--- src/rtl/sdio_seq_pkg.sv ---
// Shared types and constants for the SDIO data-transfer sequencer.
// Latency: n/a (types, constants and a pure helper function only).
// Backpressure: n/a.
//
// Contents: sequencer state encoding, SDIO transfer limits and the helper
// that turns a latched request into a total byte count.
package sdio_seq_pkg;

  typedef enum logic [2:0] {
    ST_IDLE     = 3'd0,
    ST_SETUP    = 3'd1,
    ST_ACTIVE   = 3'd2,
    ST_WAIT_FIN = 3'd3,
    ST_DONE     = 3'd4,
    ST_ERR      = 3'd5
  } seq_state_e;

  localparam int SDIO_MAX_COUNT = 512;
  localparam int SDIO_MAX_BLOCK = 2048;
  localparam int TOTAL_W        = 21;  // 512 blocks * 2048 bytes = 2^20
  localparam int COUNT_W        = 9;
  localparam int BLKSZ_W        = 12;
  localparam int FUNC_SEL_W     = 4;

  // Memory target sits above the eight I/O functions on the mux select.
  localparam logic [FUNC_SEL_W-1:0] FUNC_SEL_MEM = 4'd8;

  // Bytes moved by one transfer. A CMD53 count of zero encodes the maximum.
  function automatic logic [TOTAL_W-1:0] total_bytes(
    input logic               cmd52,
    input logic               block,
    input logic [COUNT_W-1:0] count,
    input logic [BLKSZ_W-1:0] block_size
  );
    logic [TOTAL_W-1:0] n;
    n = (count == '0) ? TOTAL_W'(SDIO_MAX_COUNT) : TOTAL_W'(count);
    if (cmd52) begin
      return TOTAL_W'(1);
    end else if (block) begin
      return n * TOTAL_W'(block_size);
    end else begin
      return n;
    end
  endfunction

endpackage

--- src/rtl/sdio_xfer_timeout.sv ---
// Idle-cycle watchdog for the sequencer: counts enabled cycles since the last clear.
// Latency: o_expired pulses the cycle after the count sits at TIMEOUT_CYCLES-1 while enabled.
// Backpressure: none; free-running while i_en, i_clr reloads the count to zero.
//
// Ports: clk/rst (sync, active-high), i_en (count this cycle), i_clr (reload
// zero, wins over i_en), o_expired (registered 1-cycle expiry pulse).
module sdio_xfer_timeout #(
  parameter int TIMEOUT_CYCLES = 65536,
  parameter int TIMEOUT_WIDTH  = 17
) (
  input  logic clk,
  input  logic rst,
  input  logic i_en,
  input  logic i_clr,
  output logic o_expired
);

  localparam logic [TIMEOUT_WIDTH-1:0] LIMIT = TIMEOUT_WIDTH'(TIMEOUT_CYCLES - 1);
  localparam logic [TIMEOUT_WIDTH-1:0] ONE   = TIMEOUT_WIDTH'(1);

  logic [TIMEOUT_WIDTH-1:0] count_q, count_d;
  logic                     expired_q, expired_d;

  always_comb begin
    count_d   = count_q;
    expired_d = 1'b0;
    if (i_clr) begin
      count_d = '0;
    end else if (i_en) begin
      // Saturate at the limit; the owner leaves the enabled state on expiry.
      if (count_q == LIMIT) begin
        expired_d = 1'b1;
      end else begin
        count_d = count_q + ONE;
      end
    end
  end

  always_ff @(posedge clk) begin
    if (rst) begin
      count_q   <= '0;
      expired_q <= 1'b0;
    end else begin
      count_q   <= count_d;
      expired_q <= expired_d;
    end
  end

  assign o_expired = expired_q;

endmodule

--- src/rtl/sdio_xfer_sequencer.sv ---
// Sequences one SDIO CMD52/CMD53 data transfer through the function/memory data mux.
// Latency: accept -> o_activate 2 cycles; finished/abort -> o_done 1 cycle.
// Backpressure: none; requests outside IDLE are dropped, byte strobes are counted as presented.
//
// Ports: request (i_xfer_*, i_block_size) sampled on i_xfer_stb in IDLE;
// i_byte_stb/i_finished/i_abort from PHY, mux and CCCR; mux controls
// (o_func_sel, o_mem_sel, o_cmd_bus_sel, o_activate); status pulses
// (o_block_stb, o_done, o_aborted, o_timeout), sticky o_overrun, o_bytes_left.
module sdio_xfer_sequencer
  import sdio_seq_pkg::*;
#(
  parameter int TIMEOUT_CYCLES = 65536,
  parameter int TIMEOUT_WIDTH  = 17
) (
  input  logic                  clk,
  input  logic                  rst,
  input  logic                  i_xfer_stb,
  input  logic                  i_xfer_cmd52,
  input  logic                  i_xfer_wr,
  input  logic [2:0]            i_xfer_func,
  input  logic                  i_xfer_mem,
  input  logic                  i_xfer_block,
  input  logic [COUNT_W-1:0]    i_xfer_count,
  input  logic [BLKSZ_W-1:0]    i_block_size,
  input  logic                  i_byte_stb,
  input  logic                  i_finished,
  input  logic                  i_abort,
  output logic [FUNC_SEL_W-1:0] o_func_sel,
  output logic                  o_mem_sel,
  output logic                  o_cmd_bus_sel,
  output logic                  o_activate,
  output logic                  o_busy,
  output logic                  o_block_stb,
  output logic                  o_done,
  output logic                  o_aborted,
  output logic                  o_timeout,
  output logic                  o_overrun,
  output logic [TOTAL_W-1:0]    o_bytes_left
);

  seq_state_e state_q, state_d;

  logic [FUNC_SEL_W-1:0] func_sel_q, func_sel_d;
  logic                  mem_sel_q, mem_sel_d;
  logic                  cmd_bus_q, cmd_bus_d;
  logic                  xfer_wr_q, xfer_wr_d;
  logic                  block_mode_q, block_mode_d;
  logic [BLKSZ_W-1:0]    blk_size_q, blk_size_d;
  logic [BLKSZ_W-1:0]    blk_cnt_q, blk_cnt_d;
  logic [TOTAL_W-1:0]    bytes_left_q, bytes_left_d;
  logic                  aborted_q, aborted_d;
  logic                  overrun_q, overrun_d;
  logic                  block_stb_q, block_stb_d;

  logic accept;
  logic in_xfer;
  logic abort_hit;
  logic count_stb;
  logic last_byte;
  logic blk_last;
  logic tmo_en;
  logic tmo_clr;
  logic tmo_expired;

  // Direction does not alter sequencing: the PHY already routes wr_stb or
  // rd_stb onto i_byte_stb. The latched copy is kept for debug visibility.
  logic unused_xfer_wr;
  assign unused_xfer_wr = xfer_wr_q;

  assign accept    = (state_q == ST_IDLE) && i_xfer_stb;
  assign in_xfer   = (state_q == ST_SETUP) || (state_q == ST_ACTIVE) ||
                     (state_q == ST_WAIT_FIN);
  assign abort_hit = in_xfer && i_abort;
  // Abort outranks a same-cycle byte strobe, so that byte is not counted.
  assign count_stb = (state_q == ST_ACTIVE) && i_byte_stb && !i_abort;
  assign last_byte = (bytes_left_q == TOTAL_W'(1));
  assign blk_last  = (blk_cnt_q == (blk_size_q - 12'd1));

  // Watchdog runs while the mux is active. Only counted strobes re-arm it:
  // stray strobes in WAIT_FIN must not hide a function that never finishes.
  assign tmo_en  = (state_q == ST_ACTIVE) || (state_q == ST_WAIT_FIN);
  assign tmo_clr = !tmo_en || ((state_q == ST_ACTIVE) && i_byte_stb);

  sdio_xfer_timeout #(
    .TIMEOUT_CYCLES (TIMEOUT_CYCLES),
    .TIMEOUT_WIDTH  (TIMEOUT_WIDTH)
  ) u_timeout (
    .clk       (clk),
    .rst       (rst),
    .i_en      (tmo_en),
    .i_clr     (tmo_clr),
    .o_expired (tmo_expired)
  );

  // ---------------------------------------------------------------------
  // FSM: state register
  // ---------------------------------------------------------------------
  always_ff @(posedge clk) begin
    if (rst) begin
      state_q <= ST_IDLE;
    end else begin
      state_q <= state_d;
    end
  end

  // ---------------------------------------------------------------------
  // FSM: next state. Priority inside a transfer: abort, timeout, finished,
  // then the last byte. Finished with bytes still left is an early
  // completion and leaves the residual in o_bytes_left.
  // ---------------------------------------------------------------------
  always_comb begin
    state_d = state_q;
    unique case (state_q)
      ST_IDLE: begin
        if (i_xfer_stb) state_d = ST_SETUP;
      end
      ST_SETUP: begin
        state_d = abort_hit ? ST_DONE : ST_ACTIVE;
      end
      ST_ACTIVE: begin
        if (i_abort) begin
          state_d = ST_DONE;
        end else if (tmo_expired) begin
          state_d = ST_ERR;
        end else if (i_finished) begin
          state_d = ST_DONE;
        end else if (i_byte_stb && last_byte) begin
          state_d = ST_WAIT_FIN;
        end
      end
      ST_WAIT_FIN: begin
        if (i_abort) begin
          state_d = ST_DONE;
        end else if (tmo_expired) begin
          state_d = ST_ERR;
        end else if (i_finished) begin
          state_d = ST_DONE;
        end
      end
      ST_DONE: state_d = ST_IDLE;
      ST_ERR:  state_d = ST_IDLE;
      default: state_d = ST_IDLE;
    endcase
  end

  // ---------------------------------------------------------------------
  // FSM: outputs. Selects are live from SETUP through DONE/ERR so they
  // settle a cycle ahead of activate and stay put until the mux is idle.
  // ---------------------------------------------------------------------
  always_comb begin
    o_func_sel    = '0;
    o_mem_sel     = 1'b0;
    o_cmd_bus_sel = 1'b0;
    o_activate    = 1'b0;
    o_busy        = 1'b0;
    o_done        = 1'b0;
    o_aborted     = 1'b0;
    o_timeout     = 1'b0;
    if (state_q != ST_IDLE) begin
      o_func_sel    = func_sel_q;
      o_mem_sel     = mem_sel_q;
      o_cmd_bus_sel = cmd_bus_q;
      o_busy        = 1'b1;
    end
    o_activate = (state_q == ST_ACTIVE) || (state_q == ST_WAIT_FIN);
    o_done     = (state_q == ST_DONE);
    o_aborted  = (state_q == ST_DONE) && aborted_q;
    o_timeout  = (state_q == ST_ERR);
  end

  assign o_block_stb  = block_stb_q;
  assign o_overrun    = overrun_q;
  assign o_bytes_left = bytes_left_q;

  // ---------------------------------------------------------------------
  // Transfer context and byte/block accounting
  // ---------------------------------------------------------------------
  always_comb begin
    func_sel_d   = func_sel_q;
    mem_sel_d    = mem_sel_q;
    cmd_bus_d    = cmd_bus_q;
    xfer_wr_d    = xfer_wr_q;
    block_mode_d = block_mode_q;
    blk_size_d   = blk_size_q;
    blk_cnt_d    = blk_cnt_q;
    bytes_left_d = bytes_left_q;
    aborted_d    = aborted_q;
    overrun_d    = overrun_q;
    block_stb_d  = 1'b0;

    if (accept) begin
      func_sel_d   = i_xfer_mem ? FUNC_SEL_MEM : {1'b0, i_xfer_func};
      mem_sel_d    = i_xfer_mem;
      cmd_bus_d    = i_xfer_cmd52;
      xfer_wr_d    = i_xfer_wr;
      // Block mode only exists for CMD53; CMD52 is always a single byte.
      block_mode_d = i_xfer_block && !i_xfer_cmd52;
      blk_size_d   = i_block_size;
      blk_cnt_d    = '0;
      bytes_left_d = total_bytes(i_xfer_cmd52, i_xfer_block && !i_xfer_cmd52,
                                 i_xfer_count, i_block_size);
      aborted_d    = 1'b0;
      overrun_d    = 1'b0;
    end

    if (count_stb) begin
      bytes_left_d = bytes_left_q - TOTAL_W'(1);
      if (block_mode_q) begin
        if (blk_last) begin
          blk_cnt_d   = '0;
          block_stb_d = 1'b1;
        end else begin
          blk_cnt_d = blk_cnt_q + 12'd1;
        end
      end
    end

    if ((state_q == ST_WAIT_FIN) && i_byte_stb) begin
      overrun_d = 1'b1;
    end

    if (abort_hit) begin
      aborted_d = 1'b1;
    end
  end

  always_ff @(posedge clk) begin
    if (rst) begin
      func_sel_q   <= '0;
      mem_sel_q    <= 1'b0;
      cmd_bus_q    <= 1'b0;
      xfer_wr_q    <= 1'b0;
      block_mode_q <= 1'b0;
      blk_size_q   <= '0;
      blk_cnt_q    <= '0;
      bytes_left_q <= '0;
      aborted_q    <= 1'b0;
      overrun_q    <= 1'b0;
      block_stb_q  <= 1'b0;
    end else begin
      func_sel_q   <= func_sel_d;
      mem_sel_q    <= mem_sel_d;
      cmd_bus_q    <= cmd_bus_d;
      xfer_wr_q    <= xfer_wr_d;
      block_mode_q <= block_mode_d;
      blk_size_q   <= blk_size_d;
      blk_cnt_q    <= blk_cnt_d;
      bytes_left_q <= bytes_left_d;
      aborted_q    <= aborted_d;
      overrun_q    <= overrun_d;
      block_stb_q  <= block_stb_d;
    end
  end

endmodule

--- config.mk ---
export PLATFORM = sky130hd
export DESIGN_NAME = sdio_xfer_sequencer
export DESIGN_NICKNAME = d
export VERILOG_FILES = /design/src/rtl/sdio_seq_pkg.sv /design/src/rtl/sdio_xfer_timeout.sv /design/src/rtl/sdio_xfer_sequencer.sv
export SDC_FILE = /design/constraint.sdc
export NUM_CORES = 1
export LEC_CHECK = 0
export BUFFER_PORTS_ARGS = -buffer_cell sky130_fd_sc_hd__buf_2
export CORE_ASPECT_RATIO = 1.25
export CORE_MARGIN = 3
export CORE_UTILIZATION = 55
export DETAILED_ROUTE_END_ITERATION = 10
export PLACE_DENSITY = 0.74
export SKIP_LAST_GASP = 1
export SYNTH_ARGS = -nofsm -noshare
export SYNTH_HDL_FRONTEND = slang
export SYNTH_HIERARCHICAL = 1
export SYNTH_SLANG_ARGS = --single-unit
--- constraint.sdc ---
create_clock -name clk -period 11.6 [get_ports clk]
set_input_delay 1.74 -clock clk [delete_from_list [all_inputs] [get_ports clk]]
set_output_delay 1.74 -clock clk [all_outputs]
set_load 0.02 [all_outputs]
==> results of run 1 <==
[Yosys cell counts, types with 5 or more instances]
cell type and count:
mux2i_1 5, fa_1 77, o211ai_1 5, a31oi_1 6
o21ai_0 33, nand2b_1 5, mux2_2 6, xor2_1 16
nand3b_1 7, clkbuf_1 50, nor4_1 12, dfxtp_1 75
nor3_1 26, a211oi_1 6, nand4_1 8, a21o_1 5
or3_1 10, and2_1 65, inv_1 97, xnor2_1 33
ha_1 60, nor2_1 58, nand3_1 23, nand2_1 137
a21oi_1 70, and3_1 12, or4_1 9, o31ai_1 5
[cell usage in the layout (no fill, tap or decap), types with 12 or more instances in the layout]
cell,count
a21oi_1,70
ha_1,60
o21ai_0,33
nand2_1,137
nor2_1,58
nand3_1,23
inv_1,97
xor2_1,16
dfxtp_1,75
nor3_1,25
and3_1,12
fa_1,77
and2_1,65
xnor2_1,33
buf_2,66
[report_power, final]
group | internal [mW] | switching, mW
Combinational | 0.384 | 0.539
Sequential | 0.277 | 0.0281
Clock | 0.189 | 0.115
Total | 0.850 | 0.682
[logic make-up after synthesis]
family                   count (synthesis)  share of synthesized area [%]
flip-flops                              75                          18.59
adder cells (fa/ha/maj)                137                          28.38
XOR/XNOR                                49                          5.313
AO/OA/AOI/OAI                          177                          13.93
multiplexers                            11                          1.456
buffers and inverters                  152                          7.327
AND/OR/NAND/NOR                        395                          25.02
[registers in the layout, indices dropped and copies added (netlist names)]
signal and cells:
o_bytes_left 21, u_timeout/count_q 17, blk_cnt_q 12, blk_size_q 12, func_sel_q 4, state_q 3
aborted_q 1, block_mode_q 1, cmd_bus_q 1, o_block_stb 1, o_overrun 1, u_timeout/o_expired 1
[final cells by class]
class                   instances  area share (%)
clock inverters                 7           1.113
flip-flops and latches         75           17.13
diodes                          1         0.02855
clock buffers                   9           2.569
multi-input cells             769           68.40
inverters                      97           4.154
well taps                     175           2.498
repair buffers                 70           4.111
[tightest hold or removal path: stages, from the launching register on]
cell and delay (ns):
dfxtp_1 0.30, nand2_1 0.05, a21oi_1 0.05
[routing by layer]
metal,track usage [%],vias up
met5,0,-
met4,8.755,0
met3,2.986,30
met2,44.96,116
met1,30.46,3399
li1,-,3405
[metrics by stage]
| step | utilization [%] | setup WS [ns] |
|---|---|---|
| global route | 62.11 | 3.825 |
| floorplan | - | 4.361 |
| CTS | 62.09 | 4.290 |
| global placement | 59.81 | 4.012 |
| detailed placement | 59.81 | 3.953 |
| finish | 62.11 | 4.305 |
[how the worst max path moves through the flow]
stage                    start                       endpoint  slack (ns)  cells past startpoint
3_5_place_dp   i_xfer_count[5]  o_bytes_left[19]$_SDFFE_PP0P_        3.95                     22
6_report       i_xfer_count[6]  o_bytes_left[19]$_SDFFE_PP0P_        4.31                     21
3_3_place_gp   i_xfer_count[5]  o_bytes_left[19]$_SDFFE_PP0P_        4.01                     21
5_1_grt        i_xfer_count[5]  o_bytes_left[19]$_SDFFE_PP0P_        3.83                     22
4_1_cts        i_xfer_count[5]  o_bytes_left[19]$_SDFFE_PP0P_        4.29                     21
2_1_floorplan  i_xfer_count[5]  o_bytes_left[19]$_SDFFE_PP0P_        4.36                     22
==> results by group, run 1 <==
Worst setup path
  – Worst-path cell chain: buf_2 -> nor4_1 -> nand2_1 -> nor4_2 -> and2_1 -> fa_1 -> fa_1 -> fa_1 -> fa_1 -> inv_1 -> fa_1 -> inv_1 -> ha_1 -> a21oi_1 -> o21ai_0 -> a21oi_1 -> o21bai_1 -> a21oi_1 -> a21oi_1 -> or4_1 -> a31oi_1
  – Worst R2R End: blk_cnt_q[7]$_SDFF_PP0_
  – Startpoint types: input pin
  – R2R Setup Slk: 8.16 ns
  – Cells on worst reg2reg path: 10
  – CP max stage delay: ~0.55 ns
  – Crit end category: register
  – CP Data Arrival Time: around 7.6 ns
  – CP Class: input pin to register
  – Bufs and invs on worst path: 3
  – Slowest cell on crit path: fa_1
  – Family with the most delay on the worst path: adder cells
  – RR Startpoint: blk_size_q[0]$_SDFFE_PP0P_
  – Cell repeated most along the worst path: fa_1
  – Largest fanout on the critical path: 14
  – WP data required: between 10 and 15 ns

Synthesis
  – Post-synth top area share: about a fifth
  – Synth cell types: 74
  – Synth Warn #: 6
  – Mapped Avg Cell Area: a little over 8 um^2
  – Post-synth EDFFs: 0
  – Async SR Flop Fraction: 0%
  – Top cells by area, synth: fa_1, dfxtp_1, ha_1
  – Syn Std Cell Area: just over 8000 um^2
  – Register area share after synthesis: 18.59%
  – Post-synthesis instance total: 996
  – Synthesis-stage register bit count: between 70 and 80
  – Ys flop type: dfxtp_1
  – Syn_nets: 1,167
  – Area leader, netlist: fa_1

Layout
  – Layout Nets: 1,193
  – Area occupied by multi-input gates: 5996 um^2
  – Register area: roughly 1500 um^2
  – Final cell count without fillers: 1,203
  – # fillers: 1,285
  – Layout cells sized above 1: between 10% and 20%
  – Finished Cell Area: 8766 um^2
  – Layout area overhead: 8.519%

Die
  – Die area: 16,190 um^2
  – Die Height: 141.5 um
  – FP Rows: 48
  – Starting Density: 57.23%
  – Num ports: 68
  – Core region area: approximately 14,000 um^2
  – Die W: 114.4 um

Clock network
  – Clk root buf: clkbuf_16
  – Clk_lat worst skew: 0.34 ns
  – Clock Tree Buf Depth: 2
  – Cts hold-fix bufs: 0
  – Postcts setup bufs: 0
  – Post-CTS sizing: 0
  – TritonCTS clock tree: yes
  – Clock-pin slew on the worst setup and hold paths: 0.06 ns
  – H-Tree Depth: 3
  – Clock buffer count from CTS: 9
  – Clk sinks: 75

Detailed routing
  – Antenna-violating nets left: 0
  – Routed wl met2: 10,060 um
  – Via count: approximately 7,000
  – Starting DRT DRC Count: between 500 and 600
  – Met3 WL post-DR: 554 um
  – Routed length per placed instance: 16.06 um
  – DRT Pass-1 Iters: 4
  – Via-to-Cell Ratio: 5.777
  – WL met1: 8314 um
  – DRC Markers: 0
  – Drt total wl: between 15,000 and 20,000 um
  – DR top layer: met4

Power
  – Leakage: 3.967 nW
  – Max IR drop VDD: around 0.11 mV
  – Cell Pwr Density: 174.8 nW/um^2
  – Total Power: 1.532 mW

Placement
  – GPL Wtd Cong: 0.9159
  – Post-DP Area: 8441 um^2
  – IO Port Bufs: 66
  – Placed cells: 1,186
  – DP HPWL: 14,760 um

Global route
  – First-pass GRT wire length: 32,840 um
  – GRT overflow: 0
  – Antenna violations before repair: 1
  – Largest net degree at the start of global routing: 51
  – Vias in the first global route: slightly below 7,000
  – Gr usage total: 24.98%

Timing
  – WHS: 0.4456 ns
  – Setup TNS: 0 ns
  – Slew Viols, Final: 0
  – Final hold vios: 0
  – Worst relative slew slack: 36.65%
  – Fmax: approximately 140 MHz
  – Fin crit share: between 60% and 70%
  – Clock skew: 0.009839 ns
  – Tmin final: 7.295 ns
  – Slew at the pin closest to its max-slew limit: 0.9502 ns
  – RSZ-0062 raised after global routing: no
  – Final Setup Violations: 0

Worst hold path
  – Hold path depth: 2
  – HP Start: func_sel_q[1]$_SDFFE_PP0P_
  – Worst hold path type: register to register
  – Hold EP: func_sel_q[1]$_SDFFE_PP0P_

Run
  – Maxcap violations: 0

Outcome
  – Outcome: complete, no violations
No activity file was read; power rests on OpenSTA's default activity.
==> run 2: changes to the inputs <==
==> constraint.sdc (replaced) <==
create_clock -name clk -period 7.3 [get_ports clk]
set_input_delay 1.095 -clock clk [delete_from_list [all_inputs] [get_ports clk]]
set_output_delay 1.095 -clock clk [all_outputs]
set_load 0.02 [all_outputs]
==> run 2 against run 1 <==
  * Sequential power rose by 59%
  * Routed wire length rose by 2.3%
  * Non-clock buffer count rose by 2
  * Clock skew fell by 0.00097 ns
  * Register-to-register slack got worse by 4.3 ns
  * Via count rose by 2.4%
  * Clock-buffer cell count did not move
  * Worst setup slack got worse by 3.6 ns
  * Clock power rose by 72%
  * First-iteration DRC count rose by 9.5%
  * Power rose by 62%
  * Largest cell class unchanged
  * Largest power group unchanged
==> results by group, run 2 (same netlist as run 1, synthesis figures left out) <==
Outcome
  – Outcome: complete, no violations

Timing
  – Final Setup Violations: 0
  – Clock skew: 0.008869 ns
  – Tmin final: around 6.6 ns
  – RSZ-0062 raised after global routing: no
  – Setup TNS: 0 ns
  – Slew at the pin closest to its max-slew limit: between 0.9 and 1 ns
  – Worst relative slew slack: 38.83%
  – Final hold vios: 0
  – Fmax: 151.2 MHz
  – Fin crit share: 90.63%
  – Slew Viols, Final: 0
  – Slack of the critical path: 0.6843 ns

Clock network
  – Post-CTS sizing: 0
  – Clk_lat worst skew: 0.34 ns
  – Cts hold-fix bufs: 0
  – H-Tree Depth: 3
  – Clock-pin slew on the worst setup and hold paths: around 0.060 ns
  – Clock buffer count from CTS: 9
  – TritonCTS clock tree: yes
  – Postcts setup bufs: 0
  – Clock Tree Buf Depth: 2
  – Clk root buf: clkbuf_16
  – Clk sinks: 75

Die
  – Die area: 16,190 um^2
  – FP Rows: 48
  – Num ports: 68
  – Starting Density: 57.23%
  – Die Height: 141.5 um
  – Die W: around 110 um
  – Core region area: between 10,000 and 15,000 um^2

Worst setup path
  – CP Data Arrival Time: 6.88 ns
  – Crit end category: register
  – CP Class: input pin to register
  – Largest fanout on the critical path: 14
  – WP data required: 7.57 ns
  – Startpoint types: input pin

Power
  – Switching power: about 1.1 mW
  – Comb pwr share: 59.4%
  – Sequential power share: 19.5%
  – Net Sw Frac: 43.91%
  – Pint: 1.392 mW
  – Cell Pwr Density: 281.8 nW/um^2
  – Clock Power Share: 21.0%
  – Leakage: 3.996 nW
  – Max IR drop VDD: 0.2221 mV

Global route
  – Gr usage total: 25.27%
  – GRT overflow: 0
  – Largest net degree at the start of global routing: 51
  – Vias in the first global route: 7,057
  – First-pass GRT wire length: approximately 33,000 um
  – Antenna violations before repair: 0

Layout
  – Final cell count without fillers: 1,204
  – Layout cells sized above 1: between 10% and 20%
  – # fillers: 1,289
  – Finished Cell Area: 8805 um^2
  – Layout area overhead: 8.999%
  – Layout Nets: roughly 1,200
  – Max reg flops: 21
  – Most frequent cells in the layout: nand2_1, inv_1, fa_1
  – Number of diodes: 0
  – Most common cell after layout, fill and taps aside: nand2_1

Placement
  – Post-DP Area: 8456 um^2
  – DP HPWL: 15,110 um
  – Placed cells: 1,188
  – IO Port Bufs: 66
  – GPL Wtd Cong: 0.9038
  – Pre-CTS WS: ~0.3 ns

Detailed routing
  – DRC Markers: 0
  – DRT Pass-1 Iters: 5
  – Routed length per placed instance: 16.42 um
  – Via count: 7,119
  – Starting DRT DRC Count: 551
  – Antenna-violating nets left: 0
  – Via-to-Cell Ratio: 5.913
  – Drt total wl: ~20,000 um

Run
  – Maxcap violations: 0

Worst hold path
  – Worst hold path type: register to register
## run 2: cell count changes in the layout (fill, tap and decap cells not counted), sizes merged
cell and delta:
buf +2, clkinv +1, bufinv +1, diode -1, clkinvlp -2
## run 2: layout make-up
class                   instances  area [um^2]  share of cell area (%)
well taps                     175        219.0                   2.487
inverters                      97        364.1                   4.135
clock inverters                 7        123.9                   1.407
repair buffers                 72        375.4                   4.263
flip-flops and latches         75         1501                   17.05
multi-input cells             769         5996                   68.10
clock buffers                   9        225.2                   2.558
## run 2: power by group through the flow
stage / registers [mW] / clock network [mW] / logic (mW)
after CTS: 0.483 / 0.524 / 1.49
after detailed placement: 0.492 / 0 / 1.48
final: 0.485 / 0.522 / 1.47
after floorplan: 0.502 / 0 / 1.13
after global placement: 0.492 / 0 / 1.46
after global routing: 0.490 / 0.546 / 1.68
## run 2: routing by layer
layer,GRT usage (%),share of wire (%),vias to the layer above
met1,30.27,40,3488
met2,46.21,53,170
met5,0,0,-
met3,3.669,4.5,44
met4,7.692,2.5,0
li1,-,-,3417
## run 2: worst max-delay path: stages
cell and delay (ns):
buf_2 0.20, nor4_1 0.30, nand2_1 0.10, nor4_2 0.24, buf_4 0.25, and2_1 0.17, fa_1 0.42, fa_1 0.52
fa_1 0.53, fa_1 0.56, inv_1 0.06, fa_1 0.40, inv_1 0.06, ha_1 0.26, a21oi_1 0.26, nor2_1 0.08
a211o_1 0.30, o21bai_1 0.20, a21oi_1 0.22, a21oi_1 0.08, or4_1 0.40, a31oi_1 0.16
## run 2: worst paths after layout
path,slack [ns],to,start,depth (start not counted)
setup reg to reg,3.89,blk_cnt_q[11]$_SDFF_PP0_,blk_size_q[0]$_SDFFE_PP0P_,10
setup / recovery,0.68,o_bytes_left[19]$_SDFFE_PP0P_,i_xfer_count[5],22
hold / removal,0.45,func_sel_q[0]$_SDFFE_PP0P_,func_sel_q[0]$_SDFFE_PP0P_,2
hold reg to reg,0.45,func_sel_q[0]$_SDFFE_PP0P_,func_sel_q[0]$_SDFFE_PP0P_,2
## run 2: through the flow
| step | power [mW] | util, % | hold WS (ns) |
|---|---|---|---|
| 6_report | 2.481 | 62.38 | 0.4476 |
| 5_1_grt | 2.718 | 62.38 | 0.4790 |
| 4_1_cts | 2.498 | 62.38 | 0.4537 |
| 3_5_place_dp | 1.968 | 59.91 | 0.4456 |
| 3_3_place_gp | 1.948 | 59.91 | 0.4352 |
| 2_1_floorplan | 1.636 | - | 0.4273 |
==> run 3: changes to the inputs <==
--- a/config.mk
+++ b/config.mk
@@ -7,10 +7,10 @@
 export LEC_CHECK = 0
 export BUFFER_PORTS_ARGS = -buffer_cell sky130_fd_sc_hd__buf_2
 export CORE_ASPECT_RATIO = 1.25
-export CORE_MARGIN = 3
 export CORE_UTILIZATION = 55
 export DETAILED_ROUTE_END_ITERATION = 10
-export PLACE_DENSITY = 0.74
+export PLACE_DENSITY = 0.75
+export REMOVE_ABC_BUFFERS = 1
 export SKIP_LAST_GASP = 1
 export SYNTH_ARGS = -nofsm -noshare
 export SYNTH_HDL_FRONTEND = slang
==> run 3 against run 2 <==
  * Sequential cell count is the same
  * Worst setup slack lost 0.026 ns
  * Register-to-register slack is essentially flat
  * Largest cell class unchanged
  * Highest routed layer unchanged
==> results by group, run 3 (same netlist as run 1, synthesis figures left out) <==
Placement
  – IO Port Bufs: 66
  – GPL Wtd Cong: 0.8655
  – Placed cells: 1,193
  – DP HPWL: about 15,000 um

Worst setup path
  – Worst R2R End: blk_cnt_q[11]$_SDFF_PP0_
  – R2R Setup Slk: 3.90 ns
  – CP max stage delay: 0.55 ns
  – Cell repeated most along the worst path: fa_1
  – Worst path depth: 21
  – CP Data Arrival Time: 6.91 ns
  – Crit end category: register
  – Bufs and invs on worst path: 3
  – Cells on worst reg2reg path: 10
  – CP Class: input pin to register
  – Worst-path cell chain: buf_2 -> nor4_1 -> nand2_1 -> nor4_2 -> and2_1 -> fa_1 -> fa_1 -> fa_1 -> fa_1 -> inv_1 -> fa_1 -> inv_1 -> ha_1 -> a21oi_1 -> o21ai_0 -> a21oi_1 -> o21bai_1 -> a21oi_1 -> a21oi_1 -> or4_1 -> a31oi_1
  – Family with the most delay on the worst path: adder cells
  – Largest fanout on the critical path: 14
  – Worst setup startpoint: i_xfer_count[8]
  – Slowest cell on crit path: fa_1
  – WP data required: 7.57 ns
  – RR Startpoint: blk_size_q[0]$_SDFFE_PP0P_
  – Startpoint types: input pin

Layout
  – Max reg flops: 21
  – Layout area overhead: 8.906%
  – Layout cells sized above 1: 10.86%
  – Final cell count without fillers: about 1,200
  – Number of diodes: 0
  – Most frequent cells in the layout: nand2_1, inv_1, fa_1
  – Layout Nets: 1,197
  – Most common cell after layout, fill and taps aside: nand2_1

Power
  – Cell Pwr Density: 277.9 nW/um^2
  – Total Power: 2.445 mW
  – Max IR drop VDD: 0.2002 mV
  – Leakage: roughly 4.0 nW

Timing
  – RSZ-0062 raised after global routing: no
  – Slew at the pin closest to its max-slew limit: 0.8905 ns
  – Clock skew: 0.01144 ns
  – Worst relative slew slack: 40.17%
  – Final Setup Violations: 0
  – Fmax: between 150 and 200 MHz
  – Slew Viols, Final: 0
  – Final hold vios: 0
  – Fin crit share: 90.98%
  – Tmin final: between 6 and 7 ns
  – WHS: 0.4487 ns
  – Setup TNS: 0 ns

Detailed routing
  – Antenna-violating nets left: 0
  – WL met1: 7816 um
  – Routed length per placed instance: 16.12 um
  – DR top layer: met4
  – Drt total wl: about 20,000 um
  – DRT Pass-1 Iters: 5
  – DRC Markers: 0
  – Routed wl met2: around 10,000 um
  – Starting DRT DRC Count: 495
  – Via count: approximately 7,000
  – Met3 WL post-DR: 898 um
  – Via-to-Cell Ratio: 5.890

Global route
  – Vias in the first global route: ~7,000
  – GRT overflow: 0
  – Antenna violations before repair: 0
  – Largest net degree at the start of global routing: 51
  – Gr usage total: 27.13%
  – First-pass GRT wire length: 32,160 um

Clock network
  – Clk_lat worst skew: 0.34 ns
  – Cts hold-fix bufs: 0
  – Clock buffer count from CTS: 9
  – Clk sinks: 75
  – H-Tree Depth: 3
  – Clock Tree Buf Depth: 2
  – Clk root buf: clkbuf_16
  – Postcts setup bufs: 0
  – Post-CTS sizing: 0
  – TritonCTS clock tree: yes
  – Clock-pin slew on the worst setup and hold paths: 0.06 ns

Run
  – Maxcap violations: 0

Die
  – Die Height: 137.5 um
  – Core region area: 14,350 um^2
  – Starting Density: 56.31%
  – Die area: 15,180 um^2
  – FP Rows: 49
  – Num ports: 68
  – Die W: 110.4 um

Worst hold path
  – Hold path depth: 2
  – Hold EP: func_sel_q[1]$_SDFFE_PP0P_
  – Worst hold path type: register to register
  – HP Start: func_sel_q[1]$_SDFFE_PP0P_

Outcome
  – Outcome: complete, no violations
## run 3: report_power, final
group / total [mW] / internal [mW] / switching [mW]
combinational: 1.47 / 0.614 / 0.858
clock: 0.490 / 0.311 / 0.179
sequential: 0.484 / 0.440 / 0.0435
total: 2.44 / 1.36 / 1.08
## run 3: per-layer routing
layer / global-route usage, % / up-vias
li1: - / 3425
met1: 31.51 / 3504
met2: 50.72 / 165
met3: 3.453 / 27
met4: 8.626 / 0
met5: 0 / -
## run 3: worst min-delay path: stages (launching register included)
cell and delay [ns]:
dfxtp_1 0.30, nand2_1 0.05, a21oi_1 0.05
## run 3: worst max-delay path by stage
| stage | endpoint | slack (ns) |
|---|---|---|
| after global placement | o_bytes_left[19]$_SDFFE_PP0P_ | 0.34 |
| after floorplan | o_bytes_left[19]$_SDFFE_PP0P_ | 0.39 |
| final | o_bytes_left[19]$_SDFFE_PP0P_ | 0.66 |
| after detailed placement | o_bytes_left[19]$_SDFFE_PP0P_ | 0.29 |
| after CTS | o_bytes_left[19]$_SDFFE_PP0P_ | 0.63 |
| after global routing | o_bytes_left[19]$_SDFFE_PP0P_ | 0.25 |
## run 3: stage by stage
stage | worst slack (ns) | utilization [%] | cell area, um^2
4_1_cts | 0.6336 | 61.32 | 8797
5_1_grt | 0.2482 | 61.32 | 8797
3_3_place_gp | 0.3364 | 59.04 | 8469
3_5_place_dp | 0.2908 | 59.04 | 8469
6_report | 0.6587 | 61.32 | 8797
2_1_floorplan | 0.3888 | - | 7850
## run 3: final cells by class
class                           instances  area, um^2
Clock buffer                           11       242.7
Clock inverter                          5       85.08
Fill cell                            1315        5549
Inverter                               97       364.1
Multi-Input combinational cell        769        5991
Sequential cell                        75        1501
Tap cell                              178       222.7
Timing Repair Buffer                   74       390.4
